**config.mk**
```make
export PLATFORM = sky130hd
export DESIGN_NAME = alu_issue_ctrl
export DESIGN_NICKNAME = d
export VERILOG_FILES = /design/src/rtl/alu_issue_ctrl_pkg.sv /design/src/rtl/alu_issue_ctrl_regfile.sv /design/src/rtl/alu_issue_ctrl.sv
export SDC_FILE = /design/constraint.sdc
export NUM_CORES = 1
export LEC_CHECK = 0
export CAP_MARGIN = 20
export CORE_MARGIN = 1.5
export CORE_UTILIZATION = 30
export CTS_CLUSTER_DIAMETER = 60
export DETAILED_ROUTE_END_ITERATION = 10
export SLEW_MARGIN = 30
export SYNTH_ARGS = -nofsm -noshare
export SYNTH_HDL_FRONTEND = slang
export SYNTH_SLANG_ARGS = --single-unit
export TNS_END_PERCENT = 1
```
**constraint.sdc**
```tcl
create_clock -name clk -period 3.7 [get_ports clk]
set_input_delay 0.74 -clock clk [delete_from_list [all_inputs] [get_ports clk]]
set_output_delay 0.74 -clock clk [all_outputs]
set_load 0.005 [all_outputs]
```
**src/rtl/alu_issue_ctrl_pkg.sv**
```systemverilog
// ---------------------------------------------------------------------------
// alu_issue_ctrl_pkg
// Shared definitions for the t258 fetch/decode/issue sequencer:
//   - ALU_OP_* codes driven on alu_op towards the external ALU
//   - OPC_* instruction opcodes and instruction field bit positions
//   - sequencer FSM state encoding
//   - helpers mapping an opcode to its ALU behaviour
// ---------------------------------------------------------------------------
package alu_issue_ctrl_pkg;

   // ALU operation codes understood by the external combinational ALU
   localparam logic [3:0] ALU_OP_LD       = 4'h0;   // result = b
   localparam logic [3:0] ALU_OP_ADD      = 4'h1;
   localparam logic [3:0] ALU_OP_SUB      = 4'h2;
   localparam logic [3:0] ALU_OP_MUL      = 4'h3;
   localparam logic [3:0] ALU_OP_OR       = 4'h4;
   localparam logic [3:0] ALU_OP_AND      = 4'h5;
   localparam logic [3:0] ALU_OP_XOR      = 4'h6;
   localparam logic [3:0] ALU_OP_CMP      = 4'h7;
   localparam logic [3:0] ALU_OP_LESSTHAN = 4'h8;
   localparam logic [3:0] ALU_OP_INC      = 4'h9;
   localparam logic [3:0] ALU_OP_DEC      = 4'hA;

   // Instruction opcodes (ir[15:12])
   localparam logic [3:0] OPC_NOP  = 4'h0;
   localparam logic [3:0] OPC_ADD  = 4'h1;
   localparam logic [3:0] OPC_SUB  = 4'h2;
   localparam logic [3:0] OPC_MUL  = 4'h3;
   localparam logic [3:0] OPC_OR   = 4'h4;
   localparam logic [3:0] OPC_AND  = 4'h5;
   localparam logic [3:0] OPC_XOR  = 4'h6;
   localparam logic [3:0] OPC_CMP  = 4'h7;
   localparam logic [3:0] OPC_LT   = 4'h8;
   localparam logic [3:0] OPC_INC  = 4'h9;
   localparam logic [3:0] OPC_DEC  = 4'hA;
   localparam logic [3:0] OPC_MOV  = 4'hB;
   localparam logic [3:0] OPC_LDI  = 4'hC;
   localparam logic [3:0] OPC_BNZ  = 4'hD;
   localparam logic [3:0] OPC_JMP  = 4'hE;
   localparam logic [3:0] OPC_HALT = 4'hF;

   // Instruction field positions
   localparam int OPC_HI = 15;
   localparam int OPC_LO = 12;
   localparam int RD_HI  = 11;
   localparam int RD_LO  = 9;
   localparam int RS_HI  = 8;
   localparam int RS_LO  = 6;
   localparam int RT_HI  = 5;
   localparam int RT_LO  = 3;
   localparam int IMM9_W = 9;
   localparam int IMM12_W = 12;

   typedef enum logic [2:0] {
      ST_IDLE   = 3'd0,
      ST_FETCH  = 3'd1,
      ST_DECODE = 3'd2,
      ST_EXEC   = 3'd3,
      ST_WB     = 3'd4,
      ST_HALT   = 3'd5
   } state_t;

   // Opcodes whose result is written back to reg[rd]
   function automatic logic is_alu_opc(input logic [3:0] opc);
      return (opc >= OPC_ADD) && (opc <= OPC_LDI);
   endfunction

   // Opcode -> ALU op; MOV/LDI are plain loads of operand b
   function automatic logic [3:0] alu_op_of(input logic [3:0] opc);
      logic [3:0] op;
      op = ALU_OP_LD;
      case (opc)
         OPC_ADD: op = ALU_OP_ADD;
         OPC_SUB: op = ALU_OP_SUB;
         OPC_MUL: op = ALU_OP_MUL;
         OPC_OR:  op = ALU_OP_OR;
         OPC_AND: op = ALU_OP_AND;
         OPC_XOR: op = ALU_OP_XOR;
         OPC_CMP: op = ALU_OP_CMP;
         OPC_LT:  op = ALU_OP_LESSTHAN;
         OPC_INC: op = ALU_OP_INC;
         OPC_DEC: op = ALU_OP_DEC;
         default: op = ALU_OP_LD;
      endcase
      return op;
   endfunction

endpackage

```
**src/rtl/alu_issue_ctrl_regfile.sv**
```systemverilog
// ---------------------------------------------------------------------------
// alu_issue_ctrl_regfile
// NREGS x DATA_W register file, asynchronously cleared.
// Ports:
//   clk, rst_n            clock, asynchronous active-low reset
//   we, waddr, wdata      synchronous write port
//   ra_addr / ra_data     combinational read port a
//   rb_addr / rb_data     combinational read port b
//   dbg_addr / dbg_data   combinational debug read port
// ---------------------------------------------------------------------------
module alu_issue_ctrl_regfile #(
   parameter int DATA_W = 16,
   parameter int NREGS  = 8,
   parameter int AW     = $clog2(NREGS)
) (
   input  logic              clk,
   input  logic              rst_n,
   input  logic              we,
   input  logic [AW-1:0]     waddr,
   input  logic [DATA_W-1:0] wdata,
   input  logic [AW-1:0]     ra_addr,
   output logic [DATA_W-1:0] ra_data,
   input  logic [AW-1:0]     rb_addr,
   output logic [DATA_W-1:0] rb_data,
   input  logic [AW-1:0]     dbg_addr,
   output logic [DATA_W-1:0] dbg_data
);

   logic [DATA_W-1:0] regs [NREGS];

   always_ff @(posedge clk or negedge rst_n) begin
      if (!rst_n) begin
         for (int i = 0; i < NREGS; i++) begin
            regs[i] <= '0;
         end
      end else if (we) begin
         regs[waddr] <= wdata;
      end
   end

   assign ra_data  = regs[ra_addr];
   assign rb_data  = regs[rb_addr];
   assign dbg_data = regs[dbg_addr];

endmodule

```
**src/rtl/alu_issue_ctrl.sv**
```systemverilog
// ---------------------------------------------------------------------------
// alu_issue_ctrl
// Fetch/decode/issue sequencer driving an external combinational ALU.
// One instruction per FETCH -> DECODE -> EXEC -> WB pass (HALT stops after
// DECODE). Outputs towards memory and ALU are registered.
// Ports:
//   clk, rst_n               clock, asynchronous active-low reset
//   imem_req/imem_addr       fetch request (held until accepted) and address
//   imem_valid/imem_rdata    fetch response, only honoured while imem_req=1
//   alu_a/alu_b/alu_op       ALU operands and op code (hold outside EXEC)
//   alu_result               ALU combinational result
//   pc                       current program counter
//   instr_done               one-cycle pulse per retired instruction
//   halted                   sticky halt flag (cleared only by reset)
//   dbg_sel/dbg_data         combinational debug register read
// ---------------------------------------------------------------------------
module alu_issue_ctrl
   import alu_issue_ctrl_pkg::*;
#(
   parameter int DATA_W   = 16,
   parameter int PC_W     = 12,
   parameter int NREGS    = 8,
   parameter int RESET_PC = 0
) (
   input  logic              clk,
   input  logic              rst_n,
   output logic              imem_req,
   output logic [PC_W-1:0]   imem_addr,
   input  logic              imem_valid,
   input  logic [15:0]       imem_rdata,
   output logic [DATA_W-1:0] alu_a,
   output logic [DATA_W-1:0] alu_b,
   output logic [3:0]        alu_op,
   input  logic [DATA_W-1:0] alu_result,
   output logic [PC_W-1:0]   pc,
   output logic              instr_done,
   output logic              halted,
   input  logic [2:0]        dbg_sel,
   output logic [DATA_W-1:0] dbg_data
);

   localparam logic [PC_W-1:0] PC_RST = PC_W'(RESET_PC);

   state_t            state_reg;
   logic [PC_W-1:0]   pc_reg;
   logic [15:0]       ir_reg;
   logic [DATA_W-1:0] wb_data_reg;
   logic [DATA_W-1:0] alu_a_reg;
   logic [DATA_W-1:0] alu_b_reg;
   logic [3:0]        alu_op_reg;
   logic              imem_req_reg;
   logic              instr_done_reg;
   logic              halted_reg;
   logic              br_taken_reg;

   // Instruction fields
   logic [3:0]         opc;
   logic [2:0]         rd, rs, rt;
   logic [IMM9_W-1:0]  imm9;
   logic [IMM12_W-1:0] imm12;

   assign opc   = ir_reg[OPC_HI:OPC_LO];
   assign rd    = ir_reg[RD_HI:RD_LO];
   assign rs    = ir_reg[RS_HI:RS_LO];
   assign rt    = ir_reg[RT_HI:RT_LO];
   assign imm9  = ir_reg[IMM9_W-1:0];
   assign imm12 = ir_reg[IMM12_W-1:0];

   // Register file: port a reads rd for BNZ (condition), rs otherwise
   logic [2:0]        ra_addr;
   logic [DATA_W-1:0] ra_data, rb_data;
   logic              wr_en;

   assign ra_addr = (opc == OPC_BNZ) ? rd : rs;
   assign wr_en   = (state_reg == ST_WB) && is_alu_opc(opc);

   alu_issue_ctrl_regfile #(
      .DATA_W (DATA_W),
      .NREGS  (NREGS)
   ) u_regfile (
      .clk      (clk),
      .rst_n    (rst_n),
      .we       (wr_en),
      .waddr    (rd),
      .wdata    (wb_data_reg),
      .ra_addr  (ra_addr),
      .ra_data  (ra_data),
      .rb_addr  (rt),
      .rb_data  (rb_data),
      .dbg_addr (dbg_sel),
      .dbg_data (dbg_data)
   );

   // Operand b selection for the issued ALU op
   logic [DATA_W-1:0] dec_b;
   always_comb begin
      dec_b = rb_data;
      case (opc)
         OPC_INC, OPC_DEC: dec_b = '0;
         OPC_MOV:          dec_b = ra_data;
         OPC_LDI:          dec_b = {{(DATA_W-IMM9_W){1'b0}}, imm9};
         default:          dec_b = rb_data;
      endcase
   end

   // Next PC, modulo 2^PC_W; branch offset is relative to pc+1
   logic [PC_W-1:0] pc_inc, br_off, pc_next;
   assign pc_inc = pc_reg + PC_W'(1);
   assign br_off = {{(PC_W-IMM9_W){imm9[IMM9_W-1]}}, imm9};

   always_comb begin
      pc_next = pc_inc;
      case (opc)
         OPC_BNZ: if (br_taken_reg) pc_next = pc_inc + br_off;
         OPC_JMP: pc_next = imm12[PC_W-1:0];
         default: pc_next = pc_inc;
      endcase
   end

   always_ff @(posedge clk or negedge rst_n) begin
      if (!rst_n) begin
         state_reg      <= ST_IDLE;
         pc_reg         <= PC_RST;
         ir_reg         <= '0;
         wb_data_reg    <= '0;
         alu_a_reg      <= '0;
         alu_b_reg      <= '0;
         alu_op_reg     <= ALU_OP_LD;
         imem_req_reg   <= 1'b0;
         instr_done_reg <= 1'b0;
         halted_reg     <= 1'b0;
         br_taken_reg   <= 1'b0;
      end else begin
         instr_done_reg <= 1'b0;
         case (state_reg)
            ST_IDLE: begin
               imem_req_reg <= 1'b1;
               state_reg    <= ST_FETCH;
            end
            ST_FETCH: begin
               if (imem_req_reg && imem_valid) begin
                  ir_reg       <= imem_rdata;
                  imem_req_reg <= 1'b0;
                  state_reg    <= ST_DECODE;
               end
            end
            ST_DECODE: begin
               if (opc == OPC_HALT) begin
                  halted_reg     <= 1'b1;
                  instr_done_reg <= 1'b1;
                  state_reg      <= ST_HALT;
               end else begin
                  // Non-ALU opcodes leave the ALU inputs untouched
                  if (is_alu_opc(opc)) begin
                     alu_a_reg  <= ra_data;
                     alu_b_reg  <= dec_b;
                     alu_op_reg <= alu_op_of(opc);
                  end
                  br_taken_reg <= (ra_data != '0);
                  state_reg    <= ST_EXEC;
               end
            end
            ST_EXEC: begin
               wb_data_reg    <= alu_result;
               instr_done_reg <= 1'b1;     // high during WB
               state_reg      <= ST_WB;
            end
            ST_WB: begin
               pc_reg       <= pc_next;
               imem_req_reg <= 1'b1;
               state_reg    <= ST_FETCH;
            end
            ST_HALT: begin
               state_reg <= ST_HALT;
            end
            default: begin
               state_reg <= ST_IDLE;
            end
         endcase
      end
   end

   assign imem_req   = imem_req_reg;
   assign imem_addr  = pc_reg;
   assign pc         = pc_reg;
   assign alu_a      = alu_a_reg;
   assign alu_b      = alu_b_reg;
   assign alu_op     = alu_op_reg;
   assign instr_done = instr_done_reg;
   assign halted     = halted_reg;

endmodule
```
==> summary.md <==
For the initial antenna violation count, the log shows 0. In the synthesized netlist the dominant register cell turns out to be sky130_fd_sc_hd__dfrtp_1. The tools report the weighted congestion at the end of routability-driven global placement as 0.875. A synthesized cell averages 12.5 µm².

The logs give 2.55 ns for the data arrival at the endpoint of the critical path and 0 for the cts-stage hold buffer count. The worst path meets setup with 0.407 ns of slack. The tools report the maximum number of pins on one net before global-route repair as 94.

After detailed routing, the number of remaining DRC violations is 0. For this run, the detailed router's first-pass iteration total came to 5. After synthesis, the largest area contributor takes up 43.4% of total cell area. Across all hold checks on the routed design, the worst slack comes to 0.227 ns. In this run the tightest slew margin relative to its limit is 44.3%.

TritonCTS built the clock tree. Setup repair after global routing left no endpoint under its margin. The number of H-tree levels was 1.

The worst path required time is 2.96 ns, and the number of input and output port buffers inserted is 116. The post-route netlist has 33.5% of its cells at a drive strength greater than 1. The clock edge transition at the registers on the reported setup and hold paths came out at 0.06 ns.

From bottom edge to top edge, the die measures 206 µm. The synthesized instance count was 992; the detailed placement HPWL was 25000 µm. The critical path is of the in -> out type. STA classifies the critical path startpoint as an input port. The tools report the worst flop-to-flop path endpoint as br_taken_reg. The DRC violation total after the first TritonRoute iteration was 634. The count of inserted antenna diode cells is 0.

Yosys instantiated no cell more often than sky130_fd_sc_hd__dfrtp_1. The detailed router placed 8877 vias in this run. On the final layout, the worst clock skew is 0.0160 ns. The number of core rows is 74, and the initial core utilization is 30.3%. For the count of cell types in the netlist, the log shows 53.

The die is 206 µm wide. The run gives 56500 µm as the first-pass GRT wire length. The clock passes through at most 3 buffers. The total area inside the core boundary comes to 40800 µm². Of all flip-flops after synthesis, the portion carrying an async set or reset was 100%. Across all register-to-register paths, the minimum setup slack is 0.55 ns. Pin placement for this block handled 117 I/O pins.

The clock period could shrink to 3.29 ns. The count of pins over their slew limit was 0. The average vias per placed instance was 5.39. The core utilization of the finished layout is 36.9%, and the total power after layout is 14.2 mW. The run finished with clean final reports.

In this run the worst path has a maximum fanout of 9. Based on the critical path, the design can be clocked at up to 304 MHz. The final hold violation count is 0, and the power density relative to cell area is 943 nW/µm². The end of the critical path was dbg_data[12]. The post-detailed-route wirelength per cell was 22.4 µm; the clock latency of the later-clocked register in the worst-skew pair was 0.56 ns. Via count of the first global-routing pass: 9020. The number of nets handed over by synthesis was 1045. The startpoint identified for the worst register-to-register timing path is ir_reg[13]. The start point of the critical path was dbg_sel[1].

The largest total area in the synthesized netlist belongs to sky130_fd_sc_hd__dfrtp_1. The residual antenna-violating net count after detailed routing is 0, and the number of CTS-inserted buffers is 27. The run gives 17.7% as the overall track demand over capacity in global routing. Once layout is complete, the cells apart from fillers number 1646. The register with the most flip-flops in the layout has 128 of them. In the final design database the tool counted 1149 nets. The number of setup buffers added after CTS is 0.

Yosys printed 0 warnings. The depth of the worst register-to-register path was 9. The number of gates resized after CTS was 0. The number of enable flip-flop cells after synthesis was 0; the worst slack after detailed placement was 0.400 ns.

The total routed wirelength came out at 36800 µm. The synthesized netlist occupies a cell area of 12400 µm². After detailed placement, the total cell area comes to 14200 µm². The proportion of synthesized chip area in sequential cells is 43.4%, and the worst vdd rail ir drop is 0.489 mV. Relative to the synthesized area, the layout overhead comes to 21.6%. By count the netlist is led by sky130_fd_sc_hd__dfrtp_1, sky130_fd_sc_hd__mux2_2, sky130_fd_sc_hd__nand2_1.

The cell area after layout came out at 15100 µm². The tools report the number of sinks handled by clock tree synthesis as 215. After detailed placement, the design holds a cell count of 1599. The count of maximum capacitance violations was 0; the ratio of final minimum period to clock period was 89.0%. The slew of the pin with the lowest slew margin came out at 0.836 ns. The die covers 42500 µm². For this run the aggregate overflow at the end of global routing stands at 0. The worst setup path is captured at a primary output.

The final setup violation count was 0. Synthesis inferred 215 register bits. The run gives 0 ns as the final total negative setup slack. The type of the worst min-delay path was in -> async.

Top register by number of flip-flops: u_regfile.regs. The cell sitting at the root of the clock tree is a sky130_fd_sc_hd__clkbuf_16. The static leakage is 6.42 nW. By area the synthesized netlist is led by sky130_fd_sc_hd__dfrtp_1, sky130_fd_sc_hd__mux2_2, sky130_fd_sc_hd__mux4_2.
## final cells by class
type / instances / area (µm²)
clock buffer: 38 / 777
sequential: 215 / 5380
timing repair buffer: 156 / 1530
multi-input combinational: 686 / 6570
fill: 3936 / 25800
inverter: 10 / 37.5
tap: 532 / 666
clock inverter: 9 / 106
## worst max-delay path: stages
cell and delay, ns:
sky130_fd_sc_hd__buf_2 0.24, sky130_fd_sc_hd__buf_4 0.25, sky130_fd_sc_hd__mux4_2 0.55, sky130_fd_sc_hd__mux2_2 0.30
sky130_fd_sc_hd__clkdlybuf4s50_1 0.46
## placed cells by master, fill, tap and decap left out, drive strengths merged, types with 21 or more instances in the layout
master         count
mux2i             44
clkbuf            39
clkdlybuf4s50    113
nor2              36
buf               42
mux2             214
o21ai             60
nand2             70
dfrtp            215
mux4              64
a21oi             21
## metal layers
metal / share of wire [%] / global-route usage (%) / up-vias
met5: 0 / 0 / -
met4: 1.9 / 4.06 / 0
met3: 7.4 / 4.19 / 51
met2: 46 / 28.0 / 287
met1: 44 / 24.5 / 4569
li1: - / - / 3970
## report_power, final
part           total [mW]  internal (mW)  switching [mW]
clock                2.63           1.59            1.04
combinational        6.92           3.60            3.32
sequential           4.65           3.36            1.29
## worst min path at each step
| stage | end | slack (ns) | depth (start not counted) |
|---|---|---|---|
| 5_1_grt | alu_op[1] | 0.32 | 1 |
| 6_report | alu_op[1] | 0.23 | 1 |
| 3_5_place_dp | halted | 0.47 | 1 |
| 3_3_place_gp | halted | 0.47 | 1 |
| 4_1_cts | alu_op[1] | 0.30 | 1 |
| 2_1_floorplan | alu_a[0] | 0.44 | 0 |
## cell families (layout without fill, tap and decap cells)
logic type	count (synthesis)	count (layout)	share of synthesized area, %
buffers and inverters	91	213	3.79
AO/OA/AOI/OAI	170	170	9.10
AND/OR/NAND/NOR	162	162	6.25
multiplexers	322	322	34.7
XOR/XNOR	17	17	1.20
adder cells (fa/ha/maj)	15	15	1.58
flip-flops	215	215	43.4
No activity file was read; power rests on OpenSTA's default activity.
